[src/rtl/alu_share_arbiter_pkg.sv]
// Shared definitions for the ALU sharing arbiter.
//   - ALU operand/result widths
//   - 3-bit opcode constants OP_ADD..OP_DIV
//   - arbiter FSM state encoding (IDLE/EXEC/RESP)
package alu_share_arbiter_pkg;

    localparam int unsigned ALU_OPND_W = 4;
    localparam int unsigned ALU_RES_W  = 8;
    localparam int unsigned ALU_OP_W   = 3;

    localparam logic [ALU_OP_W-1:0] OP_ADD = 3'b000;
    localparam logic [ALU_OP_W-1:0] OP_SUB = 3'b001;
    localparam logic [ALU_OP_W-1:0] OP_AND = 3'b010;
    localparam logic [ALU_OP_W-1:0] OP_OR  = 3'b011;
    localparam logic [ALU_OP_W-1:0] OP_XOR = 3'b100;
    localparam logic [ALU_OP_W-1:0] OP_INV = 3'b101;
    localparam logic [ALU_OP_W-1:0] OP_MUL = 3'b110;
    localparam logic [ALU_OP_W-1:0] OP_DIV = 3'b111;

    typedef enum logic [1:0] {
        IDLE = 2'd0,
        EXEC = 2'd1,
        RESP = 2'd2
    } state_t;

endpackage

[src/rtl/alu_core.sv]
// Combinational 4-bit ALU with an 8-bit result.
// Ports:
//   a, b      in   4-bit operands
//   op        in   3-bit opcode (see alu_share_arbiter_pkg)
//   result    out  8-bit result
//   div_zero  out  divide by zero flag (only when ALU_DIVZ_ERR_EN is defined)
// Optional feature macro: ALU_DIVZ_ERR_EN
module alu_core
    import alu_share_arbiter_pkg::*;
(
    input  logic [ALU_OPND_W-1:0] a,
    input  logic [ALU_OPND_W-1:0] b,
    input  logic [ALU_OP_W-1:0]   op,
    output logic [ALU_RES_W-1:0]  result
`ifdef ALU_DIVZ_ERR_EN
    ,
    output logic                  div_zero
`endif
);

    always_comb begin
        result = '0;
`ifdef ALU_DIVZ_ERR_EN
        div_zero = 1'b0;
`endif
        case (op)
            OP_ADD: result = ALU_RES_W'(a) + ALU_RES_W'(b);
            OP_SUB: result = ALU_RES_W'(a) - ALU_RES_W'(b);
            OP_AND: result = ALU_RES_W'(a & b);
            OP_OR:  result = ALU_RES_W'(a | b);
            OP_XOR: result = ALU_RES_W'(a ^ b);
            OP_INV: result = {~b, ~a};
            OP_MUL: result = ALU_RES_W'(a) * ALU_RES_W'(b);
            OP_DIV: begin
                // Divide by zero yields 0x00 rather than an undefined quotient.
                if (b == '0) begin
`ifdef ALU_DIVZ_ERR_EN
                    div_zero = 1'b1;
`endif
                end else begin
                    result = ALU_RES_W'(a / b);
                end
            end
            default: result = '0;
        endcase
    end

endmodule

[src/rtl/alu_share_arbiter.sv]
// Shares one combinational ALU between NUM_REQ requesters with a
// round-robin grant. A granted request has its operands latched, runs
// through the ALU for one cycle, and the result is returned tagged with
// the requester index on a valid/ready response port.
// Ports:
//   clk        in   clock, rising edge
//   rst        in   asynchronous active-high reset
//   req_valid  in   [NUM_REQ]    request pending per requester
//   req_ready  out  [NUM_REQ]    one-hot accept strobe (IDLE only)
//   req_a      in   [4*NUM_REQ]  operand a, requester i at [4i+3:4i]
//   req_b      in   [4*NUM_REQ]  operand b, same packing
//   req_op     in   [3*NUM_REQ]  opcode, requester i at [3i+2:3i]
//   rsp_valid  out  result available
//   rsp_ready  in   consumer accepts result
//   rsp_id     out  [ID_W] owner of the result
//   rsp_data   out  [8] ALU result
//   busy       out  high whenever not IDLE
//   rsp_err    out  divide-by-zero flag (only with ALU_DIVZ_ERR_EN)
// Optional feature macro: ALU_DIVZ_ERR_EN
module alu_share_arbiter
    import alu_share_arbiter_pkg::*;
#(
    parameter int unsigned NUM_REQ = 2,
    parameter int unsigned ID_W    = 2
) (
    input  logic                           clk,
    input  logic                           rst,
    input  logic [NUM_REQ-1:0]             req_valid,
    output logic [NUM_REQ-1:0]             req_ready,
    input  logic [ALU_OPND_W*NUM_REQ-1:0]  req_a,
    input  logic [ALU_OPND_W*NUM_REQ-1:0]  req_b,
    input  logic [ALU_OP_W*NUM_REQ-1:0]    req_op,
    output logic                           rsp_valid,
    input  logic                           rsp_ready,
    output logic [ID_W-1:0]                rsp_id,
    output logic [ALU_RES_W-1:0]           rsp_data,
    output logic                           busy
`ifdef ALU_DIVZ_ERR_EN
    ,
    output logic                           rsp_err
`endif
);

    state_t                  state;
    state_t                  state_nxt;
    logic [ID_W-1:0]         rr_ptr;
    logic [ALU_OPND_W-1:0]   lat_a;
    logic [ALU_OPND_W-1:0]   lat_b;
    logic [ALU_OP_W-1:0]     lat_op;
    logic [ID_W-1:0]         lat_id;

    logic                    grant_found;
    logic [ID_W-1:0]         grant_idx;
    logic [NUM_REQ-1:0]      grant_onehot;
    logic [ALU_OPND_W-1:0]   sel_a;
    logic [ALU_OPND_W-1:0]   sel_b;
    logic [ALU_OP_W-1:0]     sel_op;
    int unsigned             scan;

    logic [ALU_RES_W-1:0]    alu_result;
`ifdef ALU_DIVZ_ERR_EN
    logic                    alu_div_zero;
`endif

    // Round-robin search: offset i from rr_ptr maps to requester scan,
    // wrapping once. The inner loop keeps every select index constant.
    always_comb begin
        grant_found  = 1'b0;
        grant_idx    = '0;
        grant_onehot = '0;
        sel_a        = '0;
        sel_b        = '0;
        sel_op       = '0;
        scan         = '0;
        for (int unsigned i = 0; i < NUM_REQ; i++) begin
            scan = 32'(rr_ptr) + i;
            if (scan >= NUM_REQ) begin
                scan = scan - NUM_REQ;
            end
            for (int unsigned j = 0; j < NUM_REQ; j++) begin
                if (!grant_found && (j == scan) && req_valid[j]) begin
                    grant_found     = 1'b1;
                    grant_idx       = ID_W'(j);
                    grant_onehot[j] = 1'b1;
                    sel_a           = req_a[ALU_OPND_W*j +: ALU_OPND_W];
                    sel_b           = req_b[ALU_OPND_W*j +: ALU_OPND_W];
                    sel_op          = req_op[ALU_OP_W*j +: ALU_OP_W];
                end
            end
        end
    end

    always_ff @(posedge clk or posedge rst) begin
        if (rst) begin
            state <= IDLE;
        end else begin
            state <= state_nxt;
        end
    end

    always_comb begin
        state_nxt = state;
        req_ready = '0;
        busy      = (state != IDLE);
        case (state)
            IDLE: begin
                if (grant_found) begin
                    // Reset forces IDLE asynchronously; keep the strobe low
                    // while rst is held so no accept is advertised.
                    req_ready = rst ? '0 : grant_onehot;
                    state_nxt = EXEC;
                end
            end
            EXEC: state_nxt = RESP;
            RESP: begin
                if (rsp_ready) begin
                    state_nxt = IDLE;
                end
            end
            default: state_nxt = IDLE;
        endcase
    end

    alu_core u_alu_core (
        .a        (lat_a),
        .b        (lat_b),
        .op       (lat_op),
        .result   (alu_result)
`ifdef ALU_DIVZ_ERR_EN
        ,
        .div_zero (alu_div_zero)
`endif
    );

    always_ff @(posedge clk or posedge rst) begin
        if (rst) begin
            rr_ptr    <= '0;
            lat_a     <= '0;
            lat_b     <= '0;
            lat_op    <= '0;
            lat_id    <= '0;
            rsp_valid <= 1'b0;
            rsp_data  <= '0;
`ifdef ALU_DIVZ_ERR_EN
            rsp_err   <= 1'b0;
`endif
        end else begin
            case (state)
                IDLE: begin
                    if (grant_found) begin
                        lat_a  <= sel_a;
                        lat_b  <= sel_b;
                        lat_op <= sel_op;
                        lat_id <= grant_idx;
                    end
                end
                EXEC: begin
                    rsp_data  <= alu_result;
                    rsp_valid <= 1'b1;
`ifdef ALU_DIVZ_ERR_EN
                    rsp_err   <= alu_div_zero;
`endif
                end
                RESP: begin
                    if (rsp_ready) begin
                        rsp_valid <= 1'b0;
                        rr_ptr    <= (lat_id == ID_W'(NUM_REQ - 1)) ? '0 : lat_id + 1'b1;
                    end
                end
                default: ;
            endcase
        end
    end

    // The latched id is held from accept until the next accept, so it is
    // stable for the whole response phase.
    assign rsp_id = lat_id;

endmodule

[config.mk]
export PLATFORM = sky130hd
export DESIGN_NAME = alu_share_arbiter
export DESIGN_NICKNAME = d
export VERILOG_FILES = /design/src/rtl/alu_share_arbiter_pkg.sv /design/src/rtl/alu_core.sv /design/src/rtl/alu_share_arbiter.sv
export SDC_FILE = /design/constraint.sdc
export NUM_CORES = 1
export LEC_CHECK = 0
export CORE_ASPECT_RATIO = 0.9
export CORE_MARGIN = 2
export CORE_UTILIZATION = 35
export CTS_CLUSTER_DIAMETER = 200
export DETAILED_ROUTE_END_ITERATION = 7
export DONT_BUFFER_PORTS = 1
export GPL_TIMING_DRIVEN = 0
export SETUP_SLACK_MARGIN = 0.05
export SLEW_MARGIN = 20
export SYNTH_ARGS = -nofsm -noshare
export SYNTH_HDL_FRONTEND = slang
export SYNTH_SLANG_ARGS = --single-unit
[constraint.sdc]
create_clock -name clk -period 10.3 [get_ports clk]
set_input_delay 2.06 -clock clk [delete_from_list [all_inputs] [get_ports clk]]
set_output_delay 2.06 -clock clk [all_outputs]
set_load 0.01 [all_outputs]
==> impl_table.tex, run 1 <==
\begin{tabular}{lr}
\hline
Metric & Value \\
\hline
\multicolumn{2}{l}{\textbf{Clock tree}} \\
Buffer levels on the longest clock path & 2 \\
TritonCTS buffer count & 3 \\
Cts-stage hold buffer count & 0 \\
Worst-path clk slew & 100 ps \\
Count of clock tree sinks & 24 \\
Insertion delay of the later-clocked pin in the worst-skew pair & 280 ps \\
CTS H-tree lvls & 1 \\
CTS tree & built \\
Master cell of the clock root buffer & sky130\_fd\_sc\_hd\_\_clkbuf\_8 \\
\multicolumn{2}{l}{\textbf{Worst hold path}} \\
Path class of the lowest-slack min-delay path & register to register \\
\multicolumn{2}{l}{\textbf{Logic synthesis}} \\
Number of warnings reported in the yosys synthesis log & 0 \\
Multiplexer share of the synthesized area & under 10\% \\
Yosys top cell area share & 19.59\% \\
Simple-gate share of the synthesized area & 19.08\% \\
Distinct cell type count after synthesis & 65 \\
Syn Inst Count & 417 \\
Syn Std Cell Area & 3384 µm² \\
Complex-gate fraction of the synthesized area & 28.84\% \\
Flops \& latches, synth & 24 \\
Combinational family with the most area after synthesis & compound AO/OA/AOI/OAI gates \\
Fraction of synthesis flops using an asynchronous set or reset pin & 100.0\% \\
Register area share after synthesis & 17.74\% \\
Cell type with the largest total area after synthesis & sky130\_fd\_sc\_hd\_\_ha\_1 \\
Post-synth EDFFs & 0 \\
Top\_reg\_cell synth & sky130\_fd\_sc\_hd\_\_dfrtp\_1 \\
Fraction of synthesized cell area in xor and xnor cells & 2.588\% \\
Adder-Cell Fraction of Synth Area & 23.44\% \\
Ranking of synthesized cells by area & sky130\_fd\_sc\_hd\_\_ha\_1 20\%, sky130\_fd\_sc\_hd\_\_dfrtp\_1 18\%, sky130\_fd\_sc\_hd\_\_a21oi\_1 5.2\%, sky130\_fd\_sc\_hd\_\_nor2\_1 4.7\%, sky130\_fd\_sc\_hd\_\_o21ai\_0 4.1\% \\
Avg Synthesized Cell Area & 8.116 µm² \\
\multicolumn{2}{l}{\textbf{GRT}} \\
Pin count of the biggest net entering global routing & 27 \\
Vias in the first global route & 2,912 \\
Number of antenna violations at the first check in global routing & 0 \\
GRT Residual Overflow & 0 \\
Global routing usage summed across all routing layers & 16.85\% \\
First-pass GRT wire length & 14,320 µm \\
\multicolumn{2}{l}{\textbf{Layout}} \\
Synthesis-to-finish area growth & 9.612\% \\
Final std cells w/o fill & about 560 \\
Antenna diode count & 0 \\
Fraction of final layout cells with drive strength greater than 1 & 7.889\% \\
Total number of nets in the final design & 518 \\
Multi-input gate area & approximately 2600 µm² \\
Final core area utilization & about two fifths \\
Fill cell count & 1,001 \\
Area occupied by registers & 601.8 µm² \\
\multicolumn{2}{l}{\textbf{Setup path}} \\
Critical path fanouts, max & 10 \\
Highest-delay cell along the critical path & sky130\_fd\_sc\_hd\_\_dfrtp\_2 \\
Kind of end point of the critical path & register \\
Data arrival time of the worst path & 9640 ps \\
Crit Path Class & register to register \\
Crit path launch type & register \\
Endpoint required time on the critical path & 10,480 ps \\
Maximum cell stage delay along the critical path & 520 ps \\
\multicolumn{2}{l}{\textbf{Placement}} \\
Place WS & -71.74 ps \\
Final HPWL from detailed placement & 6921 µm \\
Cell Count Post-Placement & about 550 \\
Last weighted congestion value of the routability-driven placer & 0.9278 \\
Count of input and output buffers & 0 \\
\multicolumn{2}{l}{\textbf{Floorplanning}} \\
Boundary pin count & between 40 and 50 \\
Die width & approximately 110 µm \\
Standard-cell row count & 34 \\
Starting density of the core & 35.52\% \\
Vertical extent of the die & 97.29 µm \\
Floorplan core area & 9529 µm² \\
Area of the die & 10,470 µm² \\
\multicolumn{2}{l}{\textbf{Timing}} \\
Final worst-path cycle share & 91.85\% \\
Setup-failing EPs final & 0 \\
Minimum clock period & 9460 ps \\
Final Slew Violations & 0 \\
Worst slew pin tran & between 900 and 1000 ps \\
Worst Slack Setup Final & 840.0 ps \\
Achievable frequency & 105.7 MHz \\
Unrepaired setup endpoints after global routing & false \\
Final hold violation count & 0 \\
Final clock skew & roughly 7.2 ps \\
Slew Limit Headroom & 38.12\% \\
Final setup TNS & 0 ps \\
\multicolumn{2}{l}{\textbf{Detailed routing}} \\
Number of iterations in the first detailed-routing pass & 5 \\
Routed wire length & 8785 µm \\
Ratio of routed vias to standard cells & 5.689 \\
Number of DRC violations after detailed-routing iteration 0 & 204 \\
Drt wl/cell & 15.77 µm \\
DRT antenna net count & 0 \\
Vias after detailed routing & between 3,000 and 4,000 \\
Count of unresolved DRC violations after routing & 0 \\
\multicolumn{2}{l}{\textbf{Status}} \\
Status & complete, no violations \\
\multicolumn{2}{l}{\textbf{Flow run}} \\
Max-capacitance violation count & 0 \\
\hline
\end{tabular}
==> critical path: cells and delay by family (launching register included) <==
family	cells	cell delay, ps
AO/OA/AOI/OAI	22	4490
adder cells (fa/ha/maj)	6	1850
buffers and inverters	2	400
flip-flops	1	520
multiplexers	1	280
AND/OR/NAND/NOR	12	1810
==> cells by family after synthesis <==
family,Yosys count
AND/OR/NAND/NOR,127
adder cells (fa/ha/maj),60
flip-flops,24
AO/OA/AOI/OAI,141
other,1
buffers and inverters,45
XOR/XNOR,10
multiplexers,9
==> metal layers <==
layer  up-vias  wire (µm)  track usage, %
li1       1565          -               -
met1      1498       4310           24.78
met2       100       3920           27.09
met3         6        496           2.213
met4         0         57           1.972
met5         -          0               0
==> final cells by class <==
class | count | area share [%]
repair buffers | 6 | 1.214
flip-flops and latches | 24 | 16.22
well taps | 126 | 4.250
clock buffers | 3 | 1.113
clock inverters | 1 | 0.8094
plain buffers | 16 | 1.922
multi-input cells | 352 | 71.33
inverters | 29 | 3.137
==> flip-flops by register name, summed over array words and instances, names as in the netlist <==
register	flops
rsp_data	8
lat_a	4
lat_b	4
lat_op	3
state	2
rr_ptr	1
rsp_id	1
rsp_valid	1
==> placed cells by master (no fill, tap or decap), types with 10 or more instances in the layout <==
master                     synthesis  routed
sky130_fd_sc_hd__ha_1             53      53
sky130_fd_sc_hd__nor2_1           42      42
sky130_fd_sc_hd__a21oi_1          35      35
sky130_fd_sc_hd__o21ai_0          28      28
sky130_fd_sc_hd__inv_1            29      26
sky130_fd_sc_hd__nand2_1          23      23
sky130_fd_sc_hd__dfrtp_1          24      23
sky130_fd_sc_hd__nor3_1           14      14
sky130_fd_sc_hd__clkbuf_1         12      12
sky130_fd_sc_hd__o21a_1           12      12
sky130_fd_sc_hd__a22oi_1          11      11
sky130_fd_sc_hd__nand2b_1         10      10
==> stage by stage <==
| stage | cell area [µm²] | hold slack [ps] |
|---|---|---|
| after floorplan | 3400 | 465.1 |
| after global placement | 3557 | 481.9 |
| after detailed placement | 3557 | 498.6 |
| after CTS | 3633 | 519.6 |
| after global routing | 3710 | 579.2 |
| final | 3710 | 514.4 |
==> worst paths after layout <==
path / slack (ps) / end / cells past startpoint / startpoint
min reg2reg: 510 / rr_ptr[0] / 2 / rr_ptr[0]
min in group asynchronous: 1750 / rsp_data[2] / 1 / rst
max: 840 / rsp_data[0] / 43 / lat_b[0]
max reg2reg: 840 / rsp_data[0] / 43 / lat_b[0]
min: 510 / rr_ptr[0] / 2 / rr_ptr[0]
max in group asynchronous: 8080 / lat_b[0] / 1 / rst
==> synth_stat cells (8+ instances only) <==
library cell                n
sky130_fd_sc_hd__ha_1      53
sky130_fd_sc_hd__nor2_1    42
sky130_fd_sc_hd__a21oi_1   35
sky130_fd_sc_hd__inv_1     29
sky130_fd_sc_hd__o21ai_0   28
sky130_fd_sc_hd__dfrtp_1   24
sky130_fd_sc_hd__nand2_1   23
sky130_fd_sc_hd__nor3_1    14
sky130_fd_sc_hd__clkbuf_1  12
sky130_fd_sc_hd__o21a_1    12
sky130_fd_sc_hd__a22oi_1   11
sky130_fd_sc_hd__nand2b_1  10
sky130_fd_sc_hd__a21o_1     8
==> timing repair <==
action,4_1_cts,5_1_grt
setup endpoints to repair,1,1
cloned,0,0
gates resized for setup,1,8
buffers inserted,0,6
Power of run 1 is left out: the tool's default activity adds up to more than one toggle a clock period on the data nets, which glitch-free logic cannot reach.
==> inputs of run 2 (changes only) <==
- clock period: 10.3 -> 9 ns (I/O delays scaled with it)
==> run 2 against run 1 <==
Compared with the run above:
- count of clock-buffer cells in the layout unchanged
- final area up 5.4%
- register-to-register slack worse by 310 ps
- die area unchanged
- non-clock buffer count up 11
- fmax up 12%
- sequential cell count unchanged
- global-route usage up 0.53 points
- first-iteration DRC count down 7.8%
- largest cell class unchanged
- highest routed layer unchanged
==> impl_table.tex, run 2 (synthesis results as in run 1) <==
\begin{tabular}{lr}
\hline
Metric & Value \\
\hline
\multicolumn{2}{l}{\textbf{Status}} \\
Status & complete, no violations \\
\multicolumn{2}{l}{\textbf{Timing}} \\
Worst Slack Setup Final & 533.4 ps \\
Final clock skew & 3.408 ps \\
Slew Limit Headroom & 37.67\% \\
Final hold violation count & 0 \\
Worst slew pin tran & 929.2 ps \\
Achievable frequency & 118.1 MHz \\
Unrepaired setup endpoints after global routing & false \\
Setup-failing EPs final & 0 \\
Final Slew Violations & 0 \\
Worst hold-check slack & 514.5 ps \\
Final worst-path cycle share & 94.07\% \\
Minimum clock period & 8467 ps \\
Final setup TNS & 0 ps \\
\multicolumn{2}{l}{\textbf{GRT}} \\
GRT Residual Overflow & 0 \\
Pin count of the biggest net entering global routing & 27 \\
Vias in the first global route & 2,984 \\
Global routing usage summed across all routing layers & 17.38\% \\
First-pass GRT wire length & 14,770 µm \\
Number of antenna violations at the first check in global routing & 0 \\
\multicolumn{2}{l}{\textbf{Detailed routing}} \\
DRT antenna net count & 0 \\
Drt wl/cell & between 15 and 20 µm \\
Count of unresolved DRC violations after routing & 0 \\
Number of iterations in the first detailed-routing pass & 5 \\
Ratio of routed vias to standard cells & 5.629 \\
Routed wire length & 9146 µm \\
Vias after detailed routing & between 3,000 and 4,000 \\
Number of DRC violations after detailed-routing iteration 0 & 188 \\
\multicolumn{2}{l}{\textbf{Setup path}} \\
Worst Reg2Reg Path Length in Cells & 42 \\
Family with the most delay on the worst path & compound AO/OA/AOI/OAI gates \\
Kind of end point of the critical path & register \\
Critical path depth & 42 \\
Number of buffer and inverter instances along the worst setup path & 3 \\
Highest-delay cell along the critical path & sky130\_fd\_sc\_hd\_\_dfrtp\_2 \\
Endpoint required time on the critical path & 9170 ps \\
Data arrival time of the worst path & 8640 ps \\
Crit Path Class & register to register \\
Critical Path Most Common Cell & sky130\_fd\_sc\_hd\_\_ha\_1 \\
Critical path fanouts, max & 10 \\
Crit path launch type & register \\
Maximum cell stage delay along the critical path & 430 ps \\
\multicolumn{2}{l}{\textbf{Clock tree}} \\
CTS H-tree lvls & 1 \\
TritonCTS buffer count & 3 \\
Worst-path clk slew & 90 ps \\
Insertion delay of the later-clocked pin in the worst-skew pair & $\sim$270 ps \\
Master cell of the clock root buffer & sky130\_fd\_sc\_hd\_\_clkbuf\_8 \\
Count of clock tree sinks & 24 \\
Buffer levels on the longest clock path & 2 \\
CTS tree & built \\
Cts-stage hold buffer count & 0 \\
\multicolumn{2}{l}{\textbf{Floorplanning}} \\
Boundary pin count & 41 \\
Vertical extent of the die & 97.29 µm \\
Floorplan core area & 9529 µm² \\
Area of the die & about 10,000 µm² \\
Starting density of the core & a little over a third \\
Die width & 107.7 µm \\
Standard-cell row count & 34 \\
\multicolumn{2}{l}{\textbf{Layout}} \\
Total number of nets in the final design & 529 \\
Max FFs per register & 8 \\
Registers with the most flip-flops & rsp\_data (8), lat\_a (4), lat\_b (4) \\
Fill cell count & 974 \\
Highest-count cells in the layout ignoring fill and taps & 51 x sky130\_fd\_sc\_hd\_\_ha\_1, 41 x sky130\_fd\_sc\_hd\_\_nor2\_1, 34 x sky130\_fd\_sc\_hd\_\_a21oi\_1, 27 x sky130\_fd\_sc\_hd\_\_o21ai\_0, 25 x sky130\_fd\_sc\_hd\_\_inv\_1 \\
Most common library cell in the layout ignoring fill and taps & sky130\_fd\_sc\_hd\_\_ha\_1 \\
Synthesis-to-finish area growth & 15.53\% \\
Antenna diode count & 0 \\
Top register by number of flip-flops & rsp\_data \\
Fraction of final layout cells with drive strength greater than 1 & between 10\% and 20\% \\
\multicolumn{2}{l}{\textbf{Worst hold path}} \\
Worst hold path cell count & 2 \\
Path class of the lowest-slack min-delay path & register to register \\
\multicolumn{2}{l}{\textbf{Placement}} \\
Last weighted congestion value of the routability-driven placer & 0.9278 \\
Place WS & -1372 ps \\
Count of input and output buffers & 0 \\
Final HPWL from detailed placement & 6921 µm \\
\multicolumn{2}{l}{\textbf{Flow run}} \\
Max-capacitance violation count & 0 \\
\hline
\end{tabular}
==> run 2: cell count changes in the layout (fill, tap and decap cells not counted), sizes merged <==
| cell | change |
|---|---|
| buf | +11 |
| clkinvlp | +1 |
| inv | -1 |
==> run 2: per-stage QoR <==
step                      cells  cell area [µm²]  util (%)
after floorplan             421             3400         -
after global placement      547             3557     37.33
after global routing        568             3910     41.03
after CTS                   557             3732     39.17
after detailed placement    547             3557     37.33
final                       568             3910     41.03
==> run 2: worst paths after layout <==
kind	startpoint	endpoint	slack, ps
worst max-delay path	lat_b[0]	rsp_data[0]	530
worst min register to register	rr_ptr[0]	rr_ptr[0]	510
min in group asynchronous	rst	rsp_data[2]	1490
max in group asynchronous	rst	lat_b[0]	7030
worst min-delay path	rr_ptr[0]	rr_ptr[0]	510
worst max register to register	lat_b[0]	rsp_data[0]	530
==> run 2: area by class of cell <==
type	instances	area, µm²	share of cell area [%]
inverter	29	120.1	3.072
buffer	16	72.57	1.856
clock buffer	3	41.29	1.056
sequential	24	603.1	15.42
tap	126	157.7	4.032
clock inverter	1	30.03	0.7680
timing repair buffer	17	127.6	3.264
multi-input combinational	352	2758	70.53
==> run 2: worst register-to-register path: cells and delay by family (launching register included) <==
| family | cells | cell delay [ps] |
|---|---|---|
| AO/OA/AOI/OAI | 21 | 3650 |
| adder cells (fa/ha/maj) | 6 | 2000 |
| AND/OR/NAND/NOR | 10 | 1110 |
| multiplexers | 2 | 670 |
| buffers and inverters | 3 | 520 |
| flip-flops | 1 | 430 |
==> run 2: per-layer routing <==
layer / vias up / share of wire, % / routed length (µm) / track usage (%)
met5: - / 0 / 0 / 0
met4: 0 / 0.60 / 55 / 1.972
met3: 6 / 5.1 / 464 / 2.213
met2: 95 / 46 / 4233 / 28.40
met1: 1511 / 48 / 4393 / 25.24
li1: 1585 / - / - / -
==> run 2: repair_timing <==
item / CTS / global route
pin swaps: 3 / 3
gates resized for setup: 15 / 17
buffers inserted: 6 / 11
setup endpoints to repair: 2 / 1
Power of run 2 is left out for the same reason.
==> inputs of run 3 (changes only) <==
- CORE_ASPECT_RATIO: 0.9 -> unset
==> run 3 against run 2 <==
Compared with the run above:
- final area down 1.5%
- critical path depth shrank 1
- hold slack improved by 0.90 ps
- setup slack better by 130 ps
- die area about the same
- routed wire length grew 0.67%
- count of clock-buffer cells in the layout is the same
==> impl_table.tex, run 3 (synthesis results as in run 1) <==
\begin{tabular}{lr}
\hline
Metric & Value \\
\hline
\multicolumn{2}{l}{\textbf{Layout}} \\
Fraction of final layout cells with drive strength greater than 1 & 12.13\% \\
Max FFs per register & 8 \\
Registers with the most flip-flops & rsp\_data (8), lat\_a (4), lat\_b (4) \\
Most common library cell in the layout ignoring fill and taps & sky130\_fd\_sc\_hd\_\_ha\_1 \\
Total number of nets in the final design & 524 \\
Antenna diode count & 0 \\
Highest-count cells in the layout ignoring fill and taps & 52 x sky130\_fd\_sc\_hd\_\_ha\_1, 41 x sky130\_fd\_sc\_hd\_\_nor2\_1, 33 x sky130\_fd\_sc\_hd\_\_a21oi\_1, 28 x sky130\_fd\_sc\_hd\_\_o21ai\_0, 26 x sky130\_fd\_sc\_hd\_\_inv\_1 \\
Fill cell count & roughly 960 \\
Top register by number of flip-flops & rsp\_data \\
Synthesis-to-finish area growth & 13.83\% \\
\multicolumn{2}{l}{\textbf{Clock tree}} \\
Worst-path clk slew & 90 ps \\
CTS tree & built \\
TritonCTS buffer count & 3 \\
Buffer levels on the longest clock path & 2 \\
CTS H-tree lvls & 1 \\
Master cell of the clock root buffer & sky130\_fd\_sc\_hd\_\_clkbuf\_8 \\
Count of clock tree sinks & 24 \\
Insertion delay of the later-clocked pin in the worst-skew pair & 280 ps \\
\multicolumn{2}{l}{\textbf{Detailed routing}} \\
Vias after detailed routing & 3,207 \\
Number of DRC violations after detailed-routing iteration 0 & 211 \\
DRT antenna net count & 0 \\
Ratio of routed vias to standard cells & 5.666 \\
Metal2 WL & around 4300 µm \\
WL met1 & 4307 µm \\
Highest routed layer & met4 \\
Drt wl/cell & $\sim$16 µm \\
Met3 layer wire length in the routed design & 505 µm \\
Routed wire length & about 9000 µm \\
Count of unresolved DRC violations after routing & 0 \\
Number of iterations in the first detailed-routing pass & 4 \\
\multicolumn{2}{l}{\textbf{Placement}} \\
Last weighted congestion value of the routability-driven placer & 0.9085 \\
Count of input and output buffers & 0 \\
Final HPWL from detailed placement & 7033 µm \\
Place WS & -1316 ps \\
\multicolumn{2}{l}{\textbf{Timing}} \\
Final worst-path cycle share & between 90\% and 100\% \\
Worst slew pin tran & $\sim$960 ps \\
Slew Limit Headroom & 35.95\% \\
Final hold violation count & 0 \\
Final Slew Violations & 0 \\
Minimum clock period & between 8000 and 9000 ps \\
Setup-failing EPs final & 0 \\
Worst Slack Setup Final & 665.2 ps \\
Final setup TNS & 0 ps \\
Achievable frequency & around 120 MHz \\
Final clock skew & 4.668 ps \\
\multicolumn{2}{l}{\textbf{Status}} \\
Status & complete, no violations \\
\multicolumn{2}{l}{\textbf{Floorplanning}} \\
Standard-cell row count & 35 \\
Starting density of the core & 36.28\% \\
Boundary pin count & 41 \\
Vertical extent of the die & 102.3 µm \\
Floorplan core area & 9328 µm² \\
Area of the die & about 10,000 µm² \\
Die width & 102.3 µm \\
\multicolumn{2}{l}{\textbf{Setup path}} \\
Data arrival time of the worst path & 8510 ps \\
Worst Reg2Reg Path Length in Cells & 41 \\
Endpoint required time on the critical path & 9180 ps \\
Maximum cell stage delay along the critical path & 530 ps \\
Minimum setup slack among reg-to-reg paths & $\sim$670 ps \\
Highest-delay cell along the critical path & sky130\_fd\_sc\_hd\_\_or4\_1 \\
Worst setup path start & lat\_b[0] \\
Crit path launch type & register \\
Critical Path Most Common Cell & sky130\_fd\_sc\_hd\_\_ha\_1 \\
Critical path fanouts, max & 10 \\
Crit Path Class & register to register \\
End of the critical path & rsp\_data[0] \\
Origin of the critical flop-to-flop path & lat\_b[0] \\
Worst R2R End & rsp\_data[0] \\
Kind of end point of the critical path & register \\
\multicolumn{2}{l}{\textbf{GRT}} \\
GRT Residual Overflow & 0 \\
Vias in the first global route & between 3,000 and 4,000 \\
Number of antenna violations at the first check in global routing & 0 \\
Pin count of the biggest net entering global routing & 27 \\
Global routing usage summed across all routing layers & 17.96\% \\
First-pass GRT wire length & between 10,000 and 15,000 µm \\
\multicolumn{2}{l}{\textbf{Flow run}} \\
Max-capacitance violation count & 0 \\
\multicolumn{2}{l}{\textbf{Worst hold path}} \\
Path class of the lowest-slack min-delay path & register to register \\
\hline
\end{tabular}
[run 3: how the worst min path moves through the flow]
stage          cells after the start         to       from  slack, ps
4_1_cts                            2  rr_ptr[0]  rr_ptr[0]        520
3_5_place_dp                       2  rr_ptr[0]  rr_ptr[0]        500
5_1_grt                            2  rr_ptr[0]  rr_ptr[0]        550
2_1_floorplan                      2  rr_ptr[0]  rr_ptr[0]        470
6_report                           2  rr_ptr[0]  rr_ptr[0]        520
3_3_place_gp                       2  rr_ptr[0]  rr_ptr[0]        480
[run 3: worst max-delay path: cells and delay by family, from the launching register on]
kind                       cells  cell delay, ps
muxes                          1             420
adders and majority gates      6            1780
and+or+nand+nor               11            1660
DFF                            1             420
AOI/OAI and AO/OA             21            3650
buffers and inverters          2             310
[run 3: per-layer routing]
metal	global-route usage, %	up-vias
met5	0	-
met2	29.25	99
met4	3.487	0
li1	-	1571
met1	25.46	1527
met3	2.668	10
[run 3: cell type report]
cell class	count	area (µm²)	area share, %
clock buffers	3	41.29	1.072
multi-input cells	352	2733	70.93
repair buffers	12	90.09	2.338
plain buffers	16	72.57	1.884
flip-flops and latches	24	604.3	15.69
clock inverters	1	30.03	0.7795
inverters	29	120.1	3.118
well taps	129	161.4	4.190
[run 3: stage by stage]
step / hold slack [ps] / area (µm²) / std cells / utilization (%)
after floorplan: 465.1 / 3400 / 421 / -
after detailed placement: 504.1 / 3561 / 550 / 38.18
after global placement: 481.1 / 3561 / 550 / 38.18
final: 515.4 / 3852 / 566 / 41.30
after global routing: 553.2 / 3852 / 566 / 41.30
after CTS: 524.9 / 3731 / 560 / 40.00
[run 3: repair_timing]
item                                    CTS  global route
endpoints found under the setup margin    2             1
pin swaps                                 3             2
hold buffers                              0             0
setup buffers                             6             6
resized for setup                        13            15
Power of run 3 is left out for the same reason.
